`config.mk`:
```
export PLATFORM = sky130hd
export DESIGN_NAME = gcn_controller_flat
export DESIGN_NICKNAME = d
export VERILOG_FILES = /design/src/rtl/gcn_controller_if.sv /design/src/rtl/gcn_controller.sv /design/src/flat_wrapper.sv
export SDC_FILE = /design/constraint.sdc
export NUM_CORES = 1
export LEC_CHECK = 0
export ABC_AREA = 1
export CORE_MARGIN = 5
export CORE_UTILIZATION = 35
export DETAILED_ROUTE_END_ITERATION = 10
export GPL_TIMING_DRIVEN = 1
export PLACE_DENSITY = 0.65
export SLEW_MARGIN = 20
export SYNTH_ARGS = -nofsm -noshare
export SYNTH_HDL_FRONTEND = slang
export SYNTH_SLANG_ARGS = --single-unit
```
`constraint.sdc`:
```
create_clock -name clk -period 1.8 [get_ports clk]
set_clock_uncertainty 0.15 [all_clocks]
set_input_delay 0.54 -clock clk [delete_from_list [all_inputs] [get_ports clk]]
set_output_delay 0.54 -clock clk [all_outputs]
set_load 0.02 [all_outputs]
```
`src/rtl/gcn_controller_if.sv`:
```
// GCN controller bus: host control, stage start/done handshakes, class results and output-memory writes.
// Latency: none, wiring only.
// Backpressure: none; the stage done inputs are the only flow control and the controller waits on them.
//
// Ports (signals carried by the bundle):
//   start, clear_err          host requests into the controller
//   trans_/agg_/max_start     one-cycle stage kick pulses out of the controller
//   trans_/agg_/max_done      stage completion inputs (level or pulse)
//   class_in                  packed arg-max results, node i at [i*CLS_W +: CLS_W]
//   out_we/out_addr/out_data  output-memory write port
//   busy/done/error/stage     status
// The master modport is the controller's view; slave is the datapath/host view.
interface gcn_controller_if #(
    parameter int NUM_NODES = 6,
    parameter int CLS_W     = 2,
    parameter int ADDR_W    = 3
);
    logic                       start;
    logic                       clear_err;
    logic                       trans_start;
    logic                       trans_done;
    logic                       agg_start;
    logic                       agg_done;
    logic                       max_start;
    logic                       max_done;
    logic [NUM_NODES*CLS_W-1:0] class_in;
    logic                       out_we;
    logic [ADDR_W-1:0]          out_addr;
    logic [CLS_W-1:0]           out_data;
    logic                       busy;
    logic                       done;
    logic                       error;
    logic [2:0]                 stage;

    modport master (
        input  start, clear_err, trans_done, agg_done, max_done, class_in,
        output trans_start, agg_start, max_start,
        output out_we, out_addr, out_data,
        output busy, done, error, stage
    );

    modport slave (
        output start, clear_err, trans_done, agg_done, max_done, class_in,
        input  trans_start, agg_start, max_start,
        input  out_we, out_addr, out_data,
        input  busy, done, error, stage
    );
endinterface

```
`src/rtl/gcn_controller.sv`:
```
// Sequences one GCN inference: transform -> aggregate -> arg-max, then streams NUM_NODES classes to memory.
// Latency: start to done is 1 + 3*(d+1) + NUM_NODES + 1 cycles when each stage finishes d cycles after its kick.
// Backpressure: waits indefinitely-bounded (TIMEOUT) on each stage done input; start is dropped while busy.
//
// Ports:
//   clk    rising-edge clock for all state
//   rst_n  asynchronous active-low reset; forces IDLE and zeroes every output
//   bus    gcn_controller_if.master bundle (stage handshakes, class results, write port, status)
module gcn_controller #(
    parameter int NUM_NODES = 6,
    parameter int CLS_W     = 2,
    parameter int TIMEOUT   = 255,
    parameter int ADDR_W    = 3
) (
    input  logic            clk,
    input  logic            rst_n,
    gcn_controller_if.master bus
);

    // Encoding is visible on the stage output, so the values are fixed.
    typedef enum logic [2:0] {
        ST_IDLE  = 3'd0,
        ST_TRANS = 3'd1,
        ST_AGG   = 3'd2,
        ST_MAX   = 3'd3,
        ST_WRITE = 3'd4,
        ST_FIN   = 3'd5,
        ST_ERR   = 3'd6
    } state_t;

    localparam int                CLS_BITS  = NUM_NODES * CLS_W;
    localparam logic [8:0]        TMO_LIM   = 9'(TIMEOUT);
    localparam logic [ADDR_W-1:0] LAST_ADDR = ADDR_W'(NUM_NODES - 1);

    state_t              state_q, state_d;
    logic [7:0]          cnt_q, cnt_d;
    logic [CLS_BITS-1:0] cls_q, cls_d;
    logic                trans_start_q, trans_start_d;
    logic                agg_start_q, agg_start_d;
    logic                max_start_q, max_start_d;
    logic                done_q, done_d;
    logic                out_we_q, out_we_d;
    logic [ADDR_W-1:0]   out_addr_q, out_addr_d;
    logic [CLS_W-1:0]    out_data_q, out_data_d;

    logic                stage_done;
    logic                stage_first;
    logic                stage_tmo;
    logic [8:0]          cnt_inc;

    // Done input of the stage we are currently in; other stages' done lines are ignored.
    always_comb begin
        stage_done = 1'b0;
        case (state_q)
            ST_TRANS: stage_done = bus.trans_done;
            ST_AGG:   stage_done = bus.agg_done;
            ST_MAX:   stage_done = bus.max_done;
            default:  stage_done = 1'b0;
        endcase
    end

    // The counter is zero exactly in the cycle the stage's start pulse is high, so a done
    // level left over from before the kick cannot be mistaken for completion.
    assign stage_first = (cnt_q == 8'd0);
    assign cnt_inc     = {1'b0, cnt_q} + 9'd1;
    // Fires in the stage's TIMEOUT-th cycle, so ERR is entered TIMEOUT cycles after the kick.
    assign stage_tmo   = (cnt_inc == TMO_LIM);

    always_comb begin
        state_d       = state_q;
        cnt_d         = cnt_q;
        cls_d         = cls_q;
        trans_start_d = 1'b0;
        agg_start_d   = 1'b0;
        max_start_d   = 1'b0;
        done_d        = 1'b0;
        out_we_d      = 1'b0;
        out_addr_d    = '0;
        out_data_d    = '0;

        case (state_q)
            ST_IDLE: begin
                if (bus.start) begin
                    state_d       = ST_TRANS;
                    trans_start_d = 1'b1;
                    cnt_d         = 8'd0;
                end
            end

            ST_TRANS, ST_AGG, ST_MAX: begin
                cnt_d = cnt_inc[7:0];
                // Done is checked before timeout: a completion in the last allowed cycle wins.
                if (stage_done && !stage_first) begin
                    cnt_d = 8'd0;
                    case (state_q)
                        ST_TRANS: begin
                            state_d     = ST_AGG;
                            agg_start_d = 1'b1;
                        end
                        ST_AGG: begin
                            state_d     = ST_MAX;
                            max_start_d = 1'b1;
                        end
                        default: begin
                            // Snapshot the arg-max results; node 0 goes out now and the rest
                            // are kept pre-shifted so node k is always in the low slot.
                            state_d    = ST_WRITE;
                            cls_d      = bus.class_in >> CLS_W;
                            out_we_d   = 1'b1;
                            out_addr_d = '0;
                            out_data_d = bus.class_in[CLS_W-1:0];
                        end
                    endcase
                end else if (stage_tmo) begin
                    state_d = ST_ERR;
                    cnt_d   = 8'd0;
                end
            end

            ST_WRITE: begin
                if (out_addr_q == LAST_ADDR) begin
                    state_d = ST_FIN;
                    cls_d   = '0;
                end else begin
                    out_we_d   = 1'b1;
                    out_addr_d = out_addr_q + 1'b1;
                    out_data_d = cls_q[CLS_W-1:0];
                    cls_d      = cls_q >> CLS_W;
                end
            end

            // done is registered out of FIN, so the pulse lands in the first IDLE cycle after it.
            ST_FIN: begin
                state_d = ST_IDLE;
                done_d  = 1'b1;
            end

            ST_ERR: begin
                if (bus.clear_err) begin
                    state_d = ST_IDLE;
                end
            end

            default: state_d = ST_IDLE;
        endcase
    end

    always_ff @(posedge clk or negedge rst_n) begin
        if (!rst_n) begin
            state_q       <= ST_IDLE;
            cnt_q         <= 8'd0;
            cls_q         <= '0;
            trans_start_q <= 1'b0;
            agg_start_q   <= 1'b0;
            max_start_q   <= 1'b0;
            done_q        <= 1'b0;
            out_we_q      <= 1'b0;
            out_addr_q    <= '0;
            out_data_q    <= '0;
        end else begin
            state_q       <= state_d;
            cnt_q         <= cnt_d;
            cls_q         <= cls_d;
            trans_start_q <= trans_start_d;
            agg_start_q   <= agg_start_d;
            max_start_q   <= max_start_d;
            done_q        <= done_d;
            out_we_q      <= out_we_d;
            out_addr_q    <= out_addr_d;
            out_data_q    <= out_data_d;
        end
    end

    assign bus.trans_start = trans_start_q;
    assign bus.agg_start   = agg_start_q;
    assign bus.max_start   = max_start_q;
    assign bus.out_we      = out_we_q;
    assign bus.out_addr    = out_addr_q;
    assign bus.out_data    = out_data_q;
    assign bus.done        = done_q;
    assign bus.busy        = (state_q != ST_IDLE);
    assign bus.error       = (state_q == ST_ERR);
    assign bus.stage       = state_q;

endmodule

```
`src/flat_wrapper.sv`:
```
// flat-port wrapper written by rule: the top's interface ports become plain ports
module gcn_controller_flat 
#(
    parameter int NUM_NODES = 6,
    parameter int CLS_W     = 2,
    parameter int TIMEOUT   = 255,
    parameter int ADDR_W    = 3
)
  (clk, rst_n, bus_start, bus_clear_err, bus_trans_done, bus_agg_done, bus_max_done, bus_class_in, bus_trans_start, bus_agg_start, bus_max_start, bus_out_we, bus_out_addr, bus_out_data, bus_busy, bus_done, bus_error, bus_stage);
  gcn_controller_if #(.NUM_NODES(NUM_NODES), .CLS_W(CLS_W), .ADDR_W(ADDR_W)) bus_i ();
  input  logic clk;
  input  logic rst_n;
  input wire logic [$bits(bus_i.start)-1:0] bus_start;
  input wire logic [$bits(bus_i.clear_err)-1:0] bus_clear_err;
  input wire logic [$bits(bus_i.trans_done)-1:0] bus_trans_done;
  input wire logic [$bits(bus_i.agg_done)-1:0] bus_agg_done;
  input wire logic [$bits(bus_i.max_done)-1:0] bus_max_done;
  input wire logic [$bits(bus_i.class_in)-1:0] bus_class_in;
  output wire logic [$bits(bus_i.trans_start)-1:0] bus_trans_start;
  output wire logic [$bits(bus_i.agg_start)-1:0] bus_agg_start;
  output wire logic [$bits(bus_i.max_start)-1:0] bus_max_start;
  output wire logic [$bits(bus_i.out_we)-1:0] bus_out_we;
  output wire logic [$bits(bus_i.out_addr)-1:0] bus_out_addr;
  output wire logic [$bits(bus_i.out_data)-1:0] bus_out_data;
  output wire logic [$bits(bus_i.busy)-1:0] bus_busy;
  output wire logic [$bits(bus_i.done)-1:0] bus_done;
  output wire logic [$bits(bus_i.error)-1:0] bus_error;
  output wire logic [$bits(bus_i.stage)-1:0] bus_stage;
  assign bus_i.start = bus_start;
  assign bus_i.clear_err = bus_clear_err;
  assign bus_i.trans_done = bus_trans_done;
  assign bus_i.agg_done = bus_agg_done;
  assign bus_i.max_done = bus_max_done;
  assign bus_i.class_in = bus_class_in;
  assign bus_trans_start = bus_i.trans_start;
  assign bus_agg_start = bus_i.agg_start;
  assign bus_max_start = bus_i.max_start;
  assign bus_out_we = bus_i.out_we;
  assign bus_out_addr = bus_i.out_addr;
  assign bus_out_data = bus_i.out_data;
  assign bus_busy = bus_i.busy;
  assign bus_done = bus_i.done;
  assign bus_error = bus_i.error;
  assign bus_stage = bus_i.stage;
  gcn_controller #(.NUM_NODES(NUM_NODES), .CLS_W(CLS_W), .TIMEOUT(TIMEOUT), .ADDR_W(ADDR_W)) u_core (.clk(clk), .rst_n(rst_n), .bus(bus_i));
endmodule
```
[Yosys cells after proc, flatten, opt, wreduce, memory -nomap -nowiden]
Index checks and enable logic that the tools add are counted.
Storage, ports and cells
  bits in registers: 33
  bits of input ports: 19
  output and inout bits: 15
  word-level logic and storage cells: 73
Cells by class
  $add $sub $neg: 2
  equal/unequal tests: 14
  muxes and demuxes: 35
  reduce and logical (&&, ||, !) cells: 12
Operators by type and width (count)
  12-bit two-way mux: 2
  8-bit two-way mux: 3
  12-bit case mux with 2 select lines: 1
  3-bit two-way mux: 7
  8-bit case mux with 2 select lines: 1
  3-bit equality test, second input constant: 4
  1-bit two-way mux: 12
  3-bit case mux with 4 select lines: 1
  10-bit two-way mux: 1
  8-bit by 1-bit adder with 9-bit output, second input constant: 1
  9-bit by 8-bit equality test with 1-bit output, second input constant: 1
  8-bit logical NOT: 1
  3-bit by 2-bit equality test with 1-bit output, second input constant: 2
  2-bit two-way mux: 3
  2-bit != test, second input constant: 3
  3-bit case mux with 2 select lines: 1
  2-bit by 1-bit != test with 1-bit output, second input constant: 2
  2-bit case mux with 2 select lines: 1
  4-bit AND reduction: 1
  2-bit nonzero test: 2
  3-bit by 1-bit adder with 3-bit output, second input constant: 1
  3-bit by 1-bit equality test with 1-bit output, second input constant: 1
  3-bit logical NOT: 1
  3-bit by 1-bit != test with 1-bit output, second input constant: 1
  other kinds (9): 9

[Longest topological paths before layout]
Gate-level depths: netlist of run 1.
  depth after elaboration: 5
  mapped depth: 12
  mapped depth without buffers: 12

[Worst setup path before layout of run 1]
No wires, ideal clock.
  path type: reg-to-output
  start point: reg u_core.state_q[1], in the netlist u_core.bus.stage[1]
  end point: out bus_error
  arrival time: 1067 ps
  data required time: 1110 ps
  slack: 43 ps
  stages on the path, launching flop included: 5
  path buffers: 0
  cell sequence: dfrtp_1 inv_1 nor2_2 inv_1 nor2_1
On the way
  cells in the longest elaborated chain, start to end: 1
RTL lines
  from (decl): line gcn_controller.sv:35  | state_t state_q, state_d;
  from (signal assigned): line gcn_controller.sv:161  | state_q <= state_d;
  3-bit equality test: line gcn_controller.sv:182  | assign bus.error = (state_q == ST_ERR);
  to (decl): line flat_wrapper.sv:27  | output wire logic [$bits(bus_i.error)-1:0] bus_error;
No other way between the ends.

[Worst setup path in the final report of run 1]
  start point: reg u_core.state_q[0], in the netlist u_core.bus.stage[0]
  end point: out bus_busy
On the way
  cells in the longest elaborated chain, start to end: 1
RTL lines
  3-bit nonzero test: line gcn_controller.sv:181  | assign bus.busy = (state_q != ST_IDLE);
  to (decl): line flat_wrapper.sv:25  | output wire logic [$bits(bus_i.busy)-1:0] bus_busy;
No other way between the ends.

==> results_dict.tcl, run 1 <==
set metrics [dict create \
    run_status "complete, but fails checks" \
    violations "negative setup slack" \
    die-area_sq_um 6240 \
    vias 1588 \
    grt_overflow 0 \
    drive_above_1_share 0.401 \
    cp-startpoint "u_core.bus.stage[0]" \
    power.density_nw_per_um2 1810 \
    grt_pass1_vias 1471 \
    nets 300 \
    tightest_slew_ns 0.292 \
    worst_ep_arrival_time_ns 1.18 \
    htree_levels 2 \
    core_area_sq_um 4660 \
    first_iter_violations 69 \
    clk_pin_slew_ns 0.07 \
    timing.setup.tns_ns -0.142 \
    grt_max_degree 32 \
    multi_input_area_sq_um 930 \
    leakage_uw 0.00133 \
    power_frac_comb 0.604 \
    drv_slew 0 \
    firstDrtPassIters 4 \
    switching_power_uw 2060 \
    ant_nets 0 \
    required_ns 1.11 \
    pwr-share-seq 0.246 \
    yosysWarnings 0 \
    place_hpwl_mm 2.85 \
    intPower_uw 2700 \
    final_cell_mix "nand2_1 (44), buf_4 (34), dfrtp_1 (29), inv_1 (21), clkdlybuf4s50_1 (18)" \
    die_w_microns 79.0 \
    avgSynthCellArea_sq_um 8.33 \
    cp-start-kind "register" \
    synth_cell_types 28 \
    crit_type "reg -> out" \
    setup_viol 5 \
    reg2regPathDepth 12 \
    final.period_utilization 1.04 \
    placed_area_sq_um 2270 \
    fin_area_sq_um 2630 \
    synth-seq-area-share 0.465 \
    remaining_drc_errors 0 \
    max_cap_viol_count 0 \
    netlist_instances 200 \
    regArea_sq_um 778 \
    endpoint "bus_busy" \
    irDropWorstVdd_mv 0.781 \
    start_util 0.358 \
    area_growth_pct 57.9 \
    ctsHoldBuffers 0 \
    cts-buffers-inserted 5 \
    antenna_found_initial 0 \
    final_common_cell "nand2_1" \
    grt_use_total 0.136 \
    numPortBuffers 33 \
    hold_viol 0 \
    r2r_slack_ns -0.03 \
    layout_setup_ws_ns -0.0687 \
    root_buffer "clkbuf_8" \
    clockPowerShare 0.150 \
    wl_mm 4.28 \
    hold_path_class "reg -> reg" \
    diodes 0 \
    vias_per_cell 4.77 \
    netlist_area_sq_um 1670 \
    io_pins 34 \
    die_h_microns 79.0 \
    end_kind "output pin" \
    rows 25 \
    sw_frac_of_total 0.433 \
    tritoncts "yes" \
    syn_nets 222 \
    min_period_ns 1.87 \
    rsz0062_at_grt "true" \
    wl_per_cell_microns 12.8 \
    crit-reg2reg-capture "u_core.bus.stage[1]" \
    critPathMaxFanout 3 \
    fmax_mhz 535 \
    clk_latency_ns 0.29 \
    clockBufferDepth 2 \
    synth-seq-cells 31 \
    r2r_start "u_core.cnt_q[0]" \
    grt_pass1_wl_mm 6.58 \
    num-fill-cells 417 \
    clock-sinks 31 \
    maxSlewHeadroom 0.804 \
    place.gp.congestion 0.793 \
]
==> repair_timing <==
item	CTS	global route
gates cloned	2	0
gates resized for setup	52	35
pin swaps	13	12
setup buffers	5	6
setup endpoints to repair	31	27
==> cell usage after synthesis (all sizes together) <==
cell type | count | area [sq um]
nand4 | 1 | 6.26
dfrtp | 31 | 776
a22o | 2 | 17.5
o22ai | 4 | 25.0
nand3 | 14 | 75.1
buf | 1 | 5.00
a21oi | 3 | 37.5
a22oi | 4 | 30.0
ha | 3 | 37.5
inv | 30 | 115
o21ai | 20 | 115
nand2 | 62 | 274
xnor2 | 1 | 8.76
nor2 | 22 | 129
nor3 | 2 | 15.0
==> cell type report <==
cell class              instances  area share
inverters                      30      0.0447
multi-input cells             140       0.353
flip-flops and latches         31       0.296
well taps                      54      0.0257
repair buffers                 70       0.236
clock buffers                   6      0.0314
clock inverters                 2      0.0133
==> worst min-delay path by stage <==
stage | from | endpoint | cells after the start
final | u_core.cls_q[9] | u_core.cls_q[9] | 2
after global routing | u_core.cls_q[1] | u_core.cls_q[1] | 2
after CTS | u_core.cls_q[9] | u_core.cls_q[9] | 2
after detailed placement | u_core.cls_q[9] | u_core.cls_q[9] | 2
after global placement | u_core.cls_q[9] | u_core.cls_q[9] | 2
after floorplan | rst_n | u_core.bus.agg_start | 0
==> per-layer routing <==
layer	vias to the layer above	GRT usage	share of wire
met5	-	0	0
met4	0	0.0825	0.021
met3	9	0.0295	0.035
met2	33	0.194	0.49
met1	748	0.185	0.45
li1	798	-	-
==> critical path, cell delays in order, from the launching register on <==
cell,delay (ns)
dfrtp_1,0.41
buf_6,0.14
nor2_4,0.12
nand2_2,0.08
buf_6,0.14
==> cell families (layout without fill, tap and decap cells) <==
| family | count (synthesis) | count (layout) | share of synthesized area |
|---|---|---|---|
| buf+inv | 31 | 108 | 0.0721 |
| simple gates | 101 | 103 | 0.300 |
| fa+ha+maj | 3 | 3 | 0.0225 |
| xor+xnor | 1 | 1 | 0.00526 |
| compound gates | 33 | 33 | 0.135 |
| flops | 31 | 31 | 0.465 |
==> registers in the layout, indices dropped and copies added, names as in the netlist <==
signal,flops
u_core.cnt_q,8
u_core.bus.max_start,1
u_core.bus.out_addr,3
u_core.bus.stage,3
u_core.bus.done,1
u_core.bus.out_we,1
u_core.bus.trans_start,1
u_core.cls_q,10
u_core.bus.out_data,2
u_core.bus.agg_start,1
==> per-stage QoR <==
stage	std cells	hold WS [ns]	power (uW)	util	worst slack [ns]
2_1_floorplan	200	0.0944	2580	-	0.0433
3_3_place_gp	312	0.310	3510	0.486	-0.169
3_5_place_dp	312	0.314	3550	0.486	-0.190
4_1_cts	327	0.331	4440	0.535	-0.121
5_1_grt	333	0.378	5070	0.565	-0.153
6_report	333	0.357	4750	0.565	-0.0687
==> power by group through the flow <==
stage	sequential [uW]	clock, uW	combinational [uW]
final	1170	713	2870
after global routing	1200	757	3110
after CTS	1160	724	2560
after detailed placement	1150	0	2400
after global placement	1140	0	2370
after floorplan	1260	0	1320
(Power assumes the default switching activity.)
==> run 2: changes to the inputs <==
PLACE_DENSITY = 0.63   (was 0.65)
clock period = 1.9 ns   (was 1.8 ns; I/O delays follow)
==> results_dict.tcl, run 2 (synthesis results as in run 1) <==
set metrics [dict create \
    reg2regPathDepth 11 \
    leakage_uw 0.00123 \
    postLayoutCoreUtil 0.517 \
    rows 25 \
    regArea_sq_um 777 \
    multi_input_area_sq_um 860 \
    nets 284 \
    die_h_microns 79.0 \
    power.density_nw_per_um2 1610 \
    clockBufferDepth 2 \
    wl_mm 3.92 \
    cts-buffers-inserted 5 \
    min_to "u_core.cls_q[9]" \
    antenna_found_initial 0 \
    tritoncts "yes" \
    start_util 0.358 \
    firstDrtPassIters 4 \
    run_status "finished, final reports clean" \
    htree_levels 2 \
    crit-reg2reg-capture "u_core.cnt_q[3]" \
    vias_per_cell 4.71 \
    min_from "u_core.cls_q[9]" \
    core_area_sq_um 4660 \
    required_ns 1.18 \
    cp-start-kind "register" \
    reg.largest.list "u_core.cls_q: 10 flops, u_core.cnt_q: 8 flops" \
    clock-sinks 31 \
    grt_overflow 0 \
    irDropWorstVdd_mv 0.922 \
    r2r_start "u_core.cnt_q[0]" \
    hold_depth 2 \
    post-place-cells 306 \
    die-area_sq_um 6240 \
    area_growth_pct 44.5 \
    fmax_mhz 537 \
    timing.setup.tns_ns 0 \
    hold_path_class "reg -> reg" \
    setup_viol 0 \
    clk_latency_ns 0.28 \
    grt_use_total 0.131 \
    final.period_utilization 0.980 \
    stdcell_count 316 \
    final_common_cell "nand2_1" \
    place.gp.congestion 0.783 \
    largest_register_ffs 10 \
    grt_pass1_wl_mm 6.46 \
    io_pins 34 \
    hold_viol 0 \
    tightest_slew_ns 0.281 \
    max_cap_viol_count 0 \
    min_period_ns 1.86 \
    first_iter_violations 84 \
    remaining_drc_errors 0 \
    rsz0062_at_grt "true" \
    root_buffer "clkbuf_8" \
    numPortBuffers 33 \
    worst_ep_arrival_time_ns 1.14 \
    drive_above_1_share 0.286 \
    num-fill-cells 448 \
    ant_nets 0 \
    diodes 0 \
    grt_pass1_vias 1450 \
    crit_type "reg -> out" \
    r2r_slack_ns 0.10 \
    die_w_microns 79.0 \
    place_hpwl_mm 2.81 \
    vias 1488 \
    drv_slew 0 \
    largest_register "u_core.cls_q" \
    critPathMaxFanout 3 \
    grt_max_degree 32 \
    cp-startpoint "u_core.bus.stage[1]" \
    clk_pin_slew_ns 0.07 \
    ctsHoldBuffers 0 \
    final_cell_mix "nand2_1 (52), dfrtp_1 (30), inv_1 (22), buf_4 (21), clkdlybuf4s50_1 (18)" \
    maxSlewHeadroom 0.812 \
    end_kind "output pin" \
    wl_per_cell_microns 12.4 \
]
==> run 2: cell type report <==
class	instances	share of cell area
clock buffer	6	0.0343
multi-input combinational	139	0.357
timing repair buffer	55	0.208
clock inverter	1	0.00208
tap	54	0.0281
inverter	30	0.0478
sequential	31	0.323
==> run 2: routing by layer <==
metal / global-route usage / routed length, microns / up-vias
met5: 0 / 0 / -
met4: 0.0464 / 61 / 0
met3: 0.0340 / 125 / 6
met2: 0.211 / 1970 / 26
met1: 0.169 / 1760 / 694
li1: - / - / 762
==> run 2: report_power, final <==
part	switching [uW]	internal, uW
clock network	252	284
registers	193	913
logic	1320	928
==> run 2: per-stage QoR <==
step / power (uW) / setup slack, ns / hold WS (ns) / instance area, sq um
3_5_place_dp: 3240 / -0.110 / 0.310 / 2230
5_1_grt: 4210 / -0.0513 / 0.355 / 2410
3_3_place_gp: 3210 / -0.101 / 0.304 / 2230
4_1_cts: 3760 / 0.00272 / 0.327 / 2310
6_report: 3890 / 0.0372 / 0.325 / 2410
2_1_floorplan: 2440 / 0.113 / 0.124 / 1670
==> run 2: worst max-delay path, cell delays in order (launching register included) <==
cell	delay, ns
dfrtp_1	0.39
inv_2	0.07
nor2_4	0.12
inv_2	0.06
nor2_4	0.10
buf_6	0.12
==> run 2: timing repair <==
| action | CTS | global route |
|---|---|---|
| pin swaps | 1 | 8 |
| setup endpoints to repair | 18 | 17 |
| buffers inserted | 0 | 2 |
| resized for setup | 29 | 24 |
| cloned | 1 | 0 |
==> run 2: worst max path at each step <==
stage / to
finish: bus_error
global route: u_core.cnt_q[3]
CTS: bus_stage[0]
floorplan: bus_error
global placement: bus_error
detailed placement: bus_error
